<file path="src/rtl/shift_seq_ctrl_if.sv">
// Command, counter and shift-register signal bundle for shift_seq_ctrl.
// With ROTATE_EN defined, the bundle also carries rot and sh_q.
interface shift_seq_ctrl_if #(
  parameter int WIDTH = 32,
  parameter int CW    = 6
);
  logic             start;
  logic [WIDTH-1:0] data_in;
  logic [CW-1:0]    amt;
  logic             dir;
  logic             abort;
  logic [CW-1:0]    ctr_q;
  logic [1:0]       ctr_m;
  logic [CW-1:0]    ctr_d;
  logic [1:0]       sh_m;
  logic [WIDTH-1:0] sh_d;
  logic             busy;
  logic             done;
`ifdef ROTATE_EN
  logic             rot;
  logic [WIDTH-1:0] sh_q;

  modport slave (
    input  start, data_in, amt, dir, abort, ctr_q, rot, sh_q,
    output ctr_m, ctr_d, sh_m, sh_d, busy, done
  );
  modport master (
    output start, data_in, amt, dir, abort, ctr_q, rot, sh_q,
    input  ctr_m, ctr_d, sh_m, sh_d, busy, done
  );
`else
  modport slave (
    input  start, data_in, amt, dir, abort, ctr_q,
    output ctr_m, ctr_d, sh_m, sh_d, busy, done
  );
  modport master (
    output start, data_in, amt, dir, abort, ctr_q,
    input  ctr_m, ctr_d, sh_m, sh_d, busy, done
  );
`endif
endinterface

</file>
<file path="src/rtl/shift_seq_ctrl.sv">
// Sequencer driving a ud_counter / shift-register pair: load, N single-bit shifts, done pulse.
// Optional macro ROTATE_EN adds end-around rotation using the shift register's Q.
//
// state | meaning
// IDLE  | waiting for start, modes hold
// LOAD  | parallel-load counter with amount and shift register with operand
// SHIFT | one shift plus counter decrement per cycle until counter reads zero
// DONE  | one-cycle done pulse, back to IDLE
module shift_seq_ctrl #(
  parameter int WIDTH = 32,
  parameter int CW    = 6
) (
  input  logic              clk,
  input  logic              clr,
  shift_seq_ctrl_if.slave   bus
);

  localparam logic [1:0] S_IDLE  = 2'd0;
  localparam logic [1:0] S_LOAD  = 2'd1;
  localparam logic [1:0] S_SHIFT = 2'd2;
  localparam logic [1:0] S_DONE  = 2'd3;

  localparam logic [1:0] M_HOLD = 2'b00;
  localparam logic [1:0] M_INC  = 2'b01;
  localparam logic [1:0] M_DEC  = 2'b10;
  localparam logic [1:0] M_LOAD = 2'b11;

  logic [1:0]       r_state;
  logic [WIDTH-1:0] r_data;
  logic [CW-1:0]    r_amt;
  logic             r_dir;
  logic             r_rot;

  logic [1:0]       w_next;
  logic [1:0]       w_ctr_m;
  logic [CW-1:0]    w_ctr_d;
  logic [1:0]       w_sh_m;
  logic [WIDTH-1:0] w_sh_d;
  logic             w_done;
  logic [31:0]      w_amt_ext;
  logic [CW-1:0]    w_amt_cap;
  logic [WIDTH-1:0] w_rot_val;
  logic             w_rot_in;

  // Amounts beyond WIDTH give the same all-shifted-out result, so cap them.
  assign w_amt_ext = 32'(bus.amt);
  assign w_amt_cap = (w_amt_ext > 32'(WIDTH)) ? CW'(WIDTH) : bus.amt;

`ifdef ROTATE_EN
  assign w_rot_in  = bus.rot;
  assign w_rot_val = r_dir ? {bus.sh_q[0], bus.sh_q[WIDTH-1:1]}
                           : {bus.sh_q[WIDTH-2:0], bus.sh_q[WIDTH-1]};
`else
  assign w_rot_in  = 1'b0;
  assign w_rot_val = '0;
`endif

  always_ff @(posedge clk or posedge clr) begin
    if (clr) begin
      r_state <= S_IDLE;
      r_data  <= '0;
      r_amt   <= '0;
      r_dir   <= 1'b0;
      r_rot   <= 1'b0;
    end else begin
      r_state <= w_next;
      if (r_state == S_IDLE && bus.start) begin
        r_data <= bus.data_in;
        r_amt  <= w_amt_cap;
        r_dir  <= bus.dir;
        r_rot  <= w_rot_in;
      end
    end
  end

  always_comb begin
    w_next  = r_state;
    w_ctr_m = M_HOLD;
    w_ctr_d = '0;
    w_sh_m  = M_HOLD;
    w_sh_d  = '0;
    w_done  = 1'b0;
    case (r_state)
      S_IDLE: begin
        if (bus.start) w_next = S_LOAD;
      end
      S_LOAD: begin
        if (bus.abort) begin
          w_next = S_IDLE;
        end else begin
          w_ctr_m = M_LOAD;
          w_ctr_d = r_amt;
          w_sh_m  = M_LOAD;
          w_sh_d  = r_data;
          w_next  = (r_amt == '0) ? S_DONE : S_SHIFT;
        end
      end
      S_SHIFT: begin
        if (bus.abort) begin
          w_next = S_IDLE;
        end else if (bus.ctr_q != '0) begin
          w_ctr_m = M_DEC;
          if (r_rot) begin
            w_sh_m = M_LOAD;
            w_sh_d = w_rot_val;
          end else begin
            w_sh_m = r_dir ? M_DEC : M_INC;
          end
        end else begin
          w_next = S_DONE;
        end
      end
      default: begin
        w_done = 1'b1;
        w_next = S_IDLE;
      end
    endcase
  end

  assign bus.ctr_m = w_ctr_m;
  assign bus.ctr_d = w_ctr_d;
  assign bus.sh_m  = w_sh_m;
  assign bus.sh_d  = w_sh_d;
  assign bus.busy  = (r_state != S_IDLE);
  assign bus.done  = w_done;

endmodule

</file>
<file path="src/flat_wrapper.sv">
// flat-port wrapper written by rule: the top's interface ports become plain ports
module shift_seq_ctrl_flat 
#(
  parameter int WIDTH = 32,
  parameter int CW    = 6
)
  (clk, clr, bus_start, bus_data_in, bus_amt, bus_dir, bus_abort, bus_ctr_q, bus_ctr_m, bus_ctr_d, bus_sh_m, bus_sh_d, bus_busy, bus_done);
  shift_seq_ctrl_if #(.WIDTH(WIDTH), .CW(CW)) bus_i ();
  input  logic clk;
  input  logic clr;
  input wire logic [$bits(bus_i.start)-1:0] bus_start;
  input wire logic [$bits(bus_i.data_in)-1:0] bus_data_in;
  input wire logic [$bits(bus_i.amt)-1:0] bus_amt;
  input wire logic [$bits(bus_i.dir)-1:0] bus_dir;
  input wire logic [$bits(bus_i.abort)-1:0] bus_abort;
  input wire logic [$bits(bus_i.ctr_q)-1:0] bus_ctr_q;
  output wire logic [$bits(bus_i.ctr_m)-1:0] bus_ctr_m;
  output wire logic [$bits(bus_i.ctr_d)-1:0] bus_ctr_d;
  output wire logic [$bits(bus_i.sh_m)-1:0] bus_sh_m;
  output wire logic [$bits(bus_i.sh_d)-1:0] bus_sh_d;
  output wire logic [$bits(bus_i.busy)-1:0] bus_busy;
  output wire logic [$bits(bus_i.done)-1:0] bus_done;
  assign bus_i.start = bus_start;
  assign bus_i.data_in = bus_data_in;
  assign bus_i.amt = bus_amt;
  assign bus_i.dir = bus_dir;
  assign bus_i.abort = bus_abort;
  assign bus_i.ctr_q = bus_ctr_q;
  assign bus_ctr_m = bus_i.ctr_m;
  assign bus_ctr_d = bus_i.ctr_d;
  assign bus_sh_m = bus_i.sh_m;
  assign bus_sh_d = bus_i.sh_d;
  assign bus_busy = bus_i.busy;
  assign bus_done = bus_i.done;
  shift_seq_ctrl #(.WIDTH(WIDTH), .CW(CW)) u_core (.clk(clk), .clr(clr), .bus(bus_i));
endmodule
</file>
<file path="config.mk">
export PLATFORM = sky130hd
export DESIGN_NAME = shift_seq_ctrl_flat
export DESIGN_NICKNAME = d
export VERILOG_FILES = /design/src/rtl/shift_seq_ctrl_if.sv /design/src/rtl/shift_seq_ctrl.sv /design/src/flat_wrapper.sv
export SDC_FILE = /design/constraint.sdc
export NUM_CORES = 1
export LEC_CHECK = 0
export BUFFER_PORTS_ARGS = -buffer_cell sky130_fd_sc_hd__buf_2
export CAP_MARGIN = 20
export CORE_MARGIN = 8
export CORE_UTILIZATION = 41
export CTS_BUF_LIST = sky130_fd_sc_hd__clkbuf_4 sky130_fd_sc_hd__clkbuf_8 sky130_fd_sc_hd__clkbuf_16
export CTS_CLUSTER_SIZE = 20
export DETAILED_ROUTE_END_ITERATION = 8
export HOLD_SLACK_MARGIN = 0.03
export PLACE_DENSITY = 0.83
export SLEW_MARGIN = 20
export SYNTH_ARGS = -nofsm -noshare
export SYNTH_HDL_FRONTEND = slang
export SYNTH_SLANG_ARGS = --single-unit
</file>
<file path="constraint.sdc">
create_clock -name clk -period 3.9 [get_ports clk]
set_input_delay 0.78 -clock clk [delete_from_list [all_inputs] [get_ports clk]]
set_output_delay 0.78 -clock clk [all_outputs]
set_load 0.01 [all_outputs]
</file>
==> impl_metrics.json <==
{
  "grt_max_degree": 45,
  "track_usage_pct": 12.4,
  "dpl.hpwl_um": 3330,
  "grt_pass1_vias": 1567,
  "synth_compound_area_share_pct": 3.03,
  "p_leak_nw": 1.36,
  "avgViaCountPerCell": 4.71,
  "status": "complete, no violations",
  "wire_per_inst_um": 14.1,
  "crit_fanout": 41,
  "numPortBuffers": 92,
  "hold_violations": 0,
  "clockRootBuffer": "clkbuf_8",
  "syn_area_mm2": 0.00198,
  "cts_resized": 0,
  "start_util_pct": 42.3,
  "antenna_found_initial": 1,
  "worstPathArrival_ns": 2.12,
  "swShare_pct": 32.1,
  "power-per-cell-area_mw_per_mm2": 678,
  "drive_above_1_share_pct": 54.7,
  "ant_nets": 0,
  "avgSynthCellArea_um2": 11.9,
  "power_frac_comb_pct": 40.1,
  "synth-simple-area-share_pct": 18.5,
  "clock-skew-final_ns": 0.00634,
  "required_ns": 3.12,
  "ff2ff_setup_slack_ns": 1.92,
  "cts_hold_buf": 0,
  "worst_slew_pin_slew_ns": 0.930,
  "ios": 93,
  "cts.clk_slew.worst_paths_ns": 0.07,
  "timing.final.crit_share_pct": 74.2,
  "dr_total_vias": 1468,
  "r2r_cells": 4,
  "dieArea_mm2": 0.00732,
  "max_freq_mhz": 345,
  "cts_tree": "yes",
  "post_cts_buffers": 0,
  "min_path_type": "reg2reg",
  "worstReg2RegEnd": "u_core.r_dir",
  "worstSkewPairLatency_ns": 0.28,
  "post_synth_mux_area_share_pct": 20.4,
  "clockBufferDepth": 2,
  "crit_type": "reg2out",
  "fin_crit_ns": 2.90,
  "clkPwrFrac_pct": 17.0,
  "seq_power_share_pct": 43.0,
  "yosysWarnings": 0,
  "core_region_area_mm2": 0.00469,
  "internal_power_mw": 1.18,
  "area_growth_pct": 29.1,
  "drt_first_pass_iters": 4,
  "grt_pass1_wl_um": 7270,
  "cp-start-kind": "flip-flop",
  "slew_viol_final": 0,
  "setup_viol": 0,
  "synth_fa_ha_area_share_pct": 2.52,
  "maxSlewHeadroom_pct": 37.8,
  "synth_xor_area_share_pct": 0,
  "drv_cap": 0,
  "cts_max_level": 2,
  "cts_inserted_buffers": 5,
  "synth-seq-cells": 41,
  "nNetsFinal": 310,
  "drtIter0Drc": 33,
  "synth_top_family_by_area": "multiplexers",
  "die_w_um": 85.6,
  "cp-end-kind": "primary output",
  "rows": 25,
  "min_from": "u_core.r_data[25]",
  "holdPathStages": 1,
  "fin_setup_tns_ns": 0,
  "drc_errors": 0,
  "synth_fp_nets": 219,
  "place_congestion": 0.744,
  "antennaDiodeCount": 0,
  "ir_drop_mv": 0.342,
  "timing.final.ws_setup_ns": 1.00,
  "r2r_start": "u_core.r_state[0]",
  "rsz0062_at_grt": "false",
  "synth_cell_types": 19,
  "clock-sinks": 41,
  "fillCellCount": 423,
  "p_switching_mw": 0.558,
  "min_to": "u_core.r_data[25]",
  "syn_inst": 166,
  "wirelength_um": 4400,
  "preCtsSetupSlack_ns": 1.07,
  "gr-total-overflow": 0,
  "ys_seq_area_share_pct": 51.7,
  "die_height_um": 85.6
}
==> cell usage in the layout, fill, tap and decap left out <==
cell type / netlist / layout
nand2b_1: 6 / 6
buf_2: 0 / 92
mux2_2: 36 / 36
and2_1: 39 / 39
inv_2: 0 / 1
inv_1: 6 / 5
a31oi_1: 1 / 1
nand3_1: 1 / 1
nor4_1: 2 / 2
nand2_2: 1 / 1
nand2b_4: 1 / 1
o21ai_0: 6 / 6
a21oi_2: 1 / 1
nor2_1: 4 / 4
clkbuf_8: 0 / 7
a21oi_1: 3 / 3
ha_1: 4 / 4
nor2b_4: 1 / 1
clkinv_2: 0 / 1
dfrtp_1: 41 / 41
nand2_1: 5 / 5
==> logic make-up (layout without fill, tap and decap cells) <==
kind of cell    Yosys count  in the layout
mux                      36             36
compound gates           11             11
simple gates             60             60
buf+inv                  14            106
flops                    41             41
fa+ha+maj                 4              4
==> through the flow <==
stage	hold slack, ns	instance area, um^2	util (%)	cells	total power [mW]
6_report	0.498	2560	54.6	312	1.74
3_5_place_dp	0.486	2460	52.4	304	1.47
3_3_place_gp	0.479	2460	52.4	304	1.43
5_1_grt	0.516	2560	54.6	312	1.89
2_1_floorplan	0.464	1980	-	166	1.25
4_1_cts	0.503	2560	54.6	312	1.77
==> power groups by stage <==
| stage | logic (mW) | clock network (mW) | registers, mW |
|---|---|---|---|
| after global placement | 0.692 | 0 | 0.738 |
| after detailed placement | 0.713 | 0 | 0.755 |
| after floorplan | 0.532 | 0 | 0.719 |
| final | 0.695 | 0.295 | 0.746 |
| after global routing | 0.779 | 0.329 | 0.783 |
| after CTS | 0.715 | 0.308 | 0.746 |
==> Yosys cell counts (all sizes together) <==
cell type | n | area share, %
o21ai | 6 | 1.5
nor4 | 2 | 0.63
a21oi | 4 | 1.2
nor2b | 1 | 0.69
and2 | 39 | 12
ha | 4 | 2.5
nand2b | 7 | 2.6
dfrtp | 41 | 52
clkbuf | 5 | 0.95
inv | 6 | 1.1
buf | 3 | 1.7
nor2 | 4 | 0.76
mux2 | 36 | 20
nand3 | 1 | 0.25
nand2 | 6 | 1.3
a31oi | 1 | 0.32
==> worst max path at each step <==
stage / startpoint / end / cells past startpoint
global placement: bus_abort / bus_sh_m[0] / 5
detailed placement: bus_abort / bus_sh_m[0] / 5
finish: u_core.r_state[1] / bus_sh_m[0] / 6
global route: u_core.r_state[1] / bus_sh_m[0] / 6
CTS: u_core.r_state[1] / bus_sh_m[0] / 6
floorplan: bus_abort / bus_sh_m[1] / 5
==> state kept, by name, indices dropped and copies added, names as in the netlist <==
name	flops
u_core.r_state	2
u_core.r_amt	6
u_core.r_dir	1
u_core.r_data	32
==> worst max-delay path, cell delays in order (launching register included) <==
cell,delay (ns)
dfrtp_1,0.41
inv_1,0.09
ha_1,0.16
nor2b_4,0.58
o21ai_0,0.27
a21oi_1,0.16
buf_2,0.15
==> area by class of cell <==
type | count | area [um^2] | area share (%)
clock buffers | 7 | 96.3 | 3.76
clock inverters | 1 | 5.00 | 0.196
inverters | 6 | 22.5 | 0.880
multi-input cells | 111 | 882 | 34.5
flip-flops and latches | 41 | 1030 | 40.1
well taps | 54 | 67.6 | 2.64
repair buffers | 92 | 460 | 18.0
==> routing by layer <==
metal  routed length (um)  track usage [%]  vias to the layer above
met4                   46             3.34                        2
met2                 2010             19.5                       60
li1                     -                -                      732
met5                   13                0                        -
met3                  568             8.12                        7
met1                 1760             13.4                      667
No activity file was read; power rests on OpenSTA's default activity.
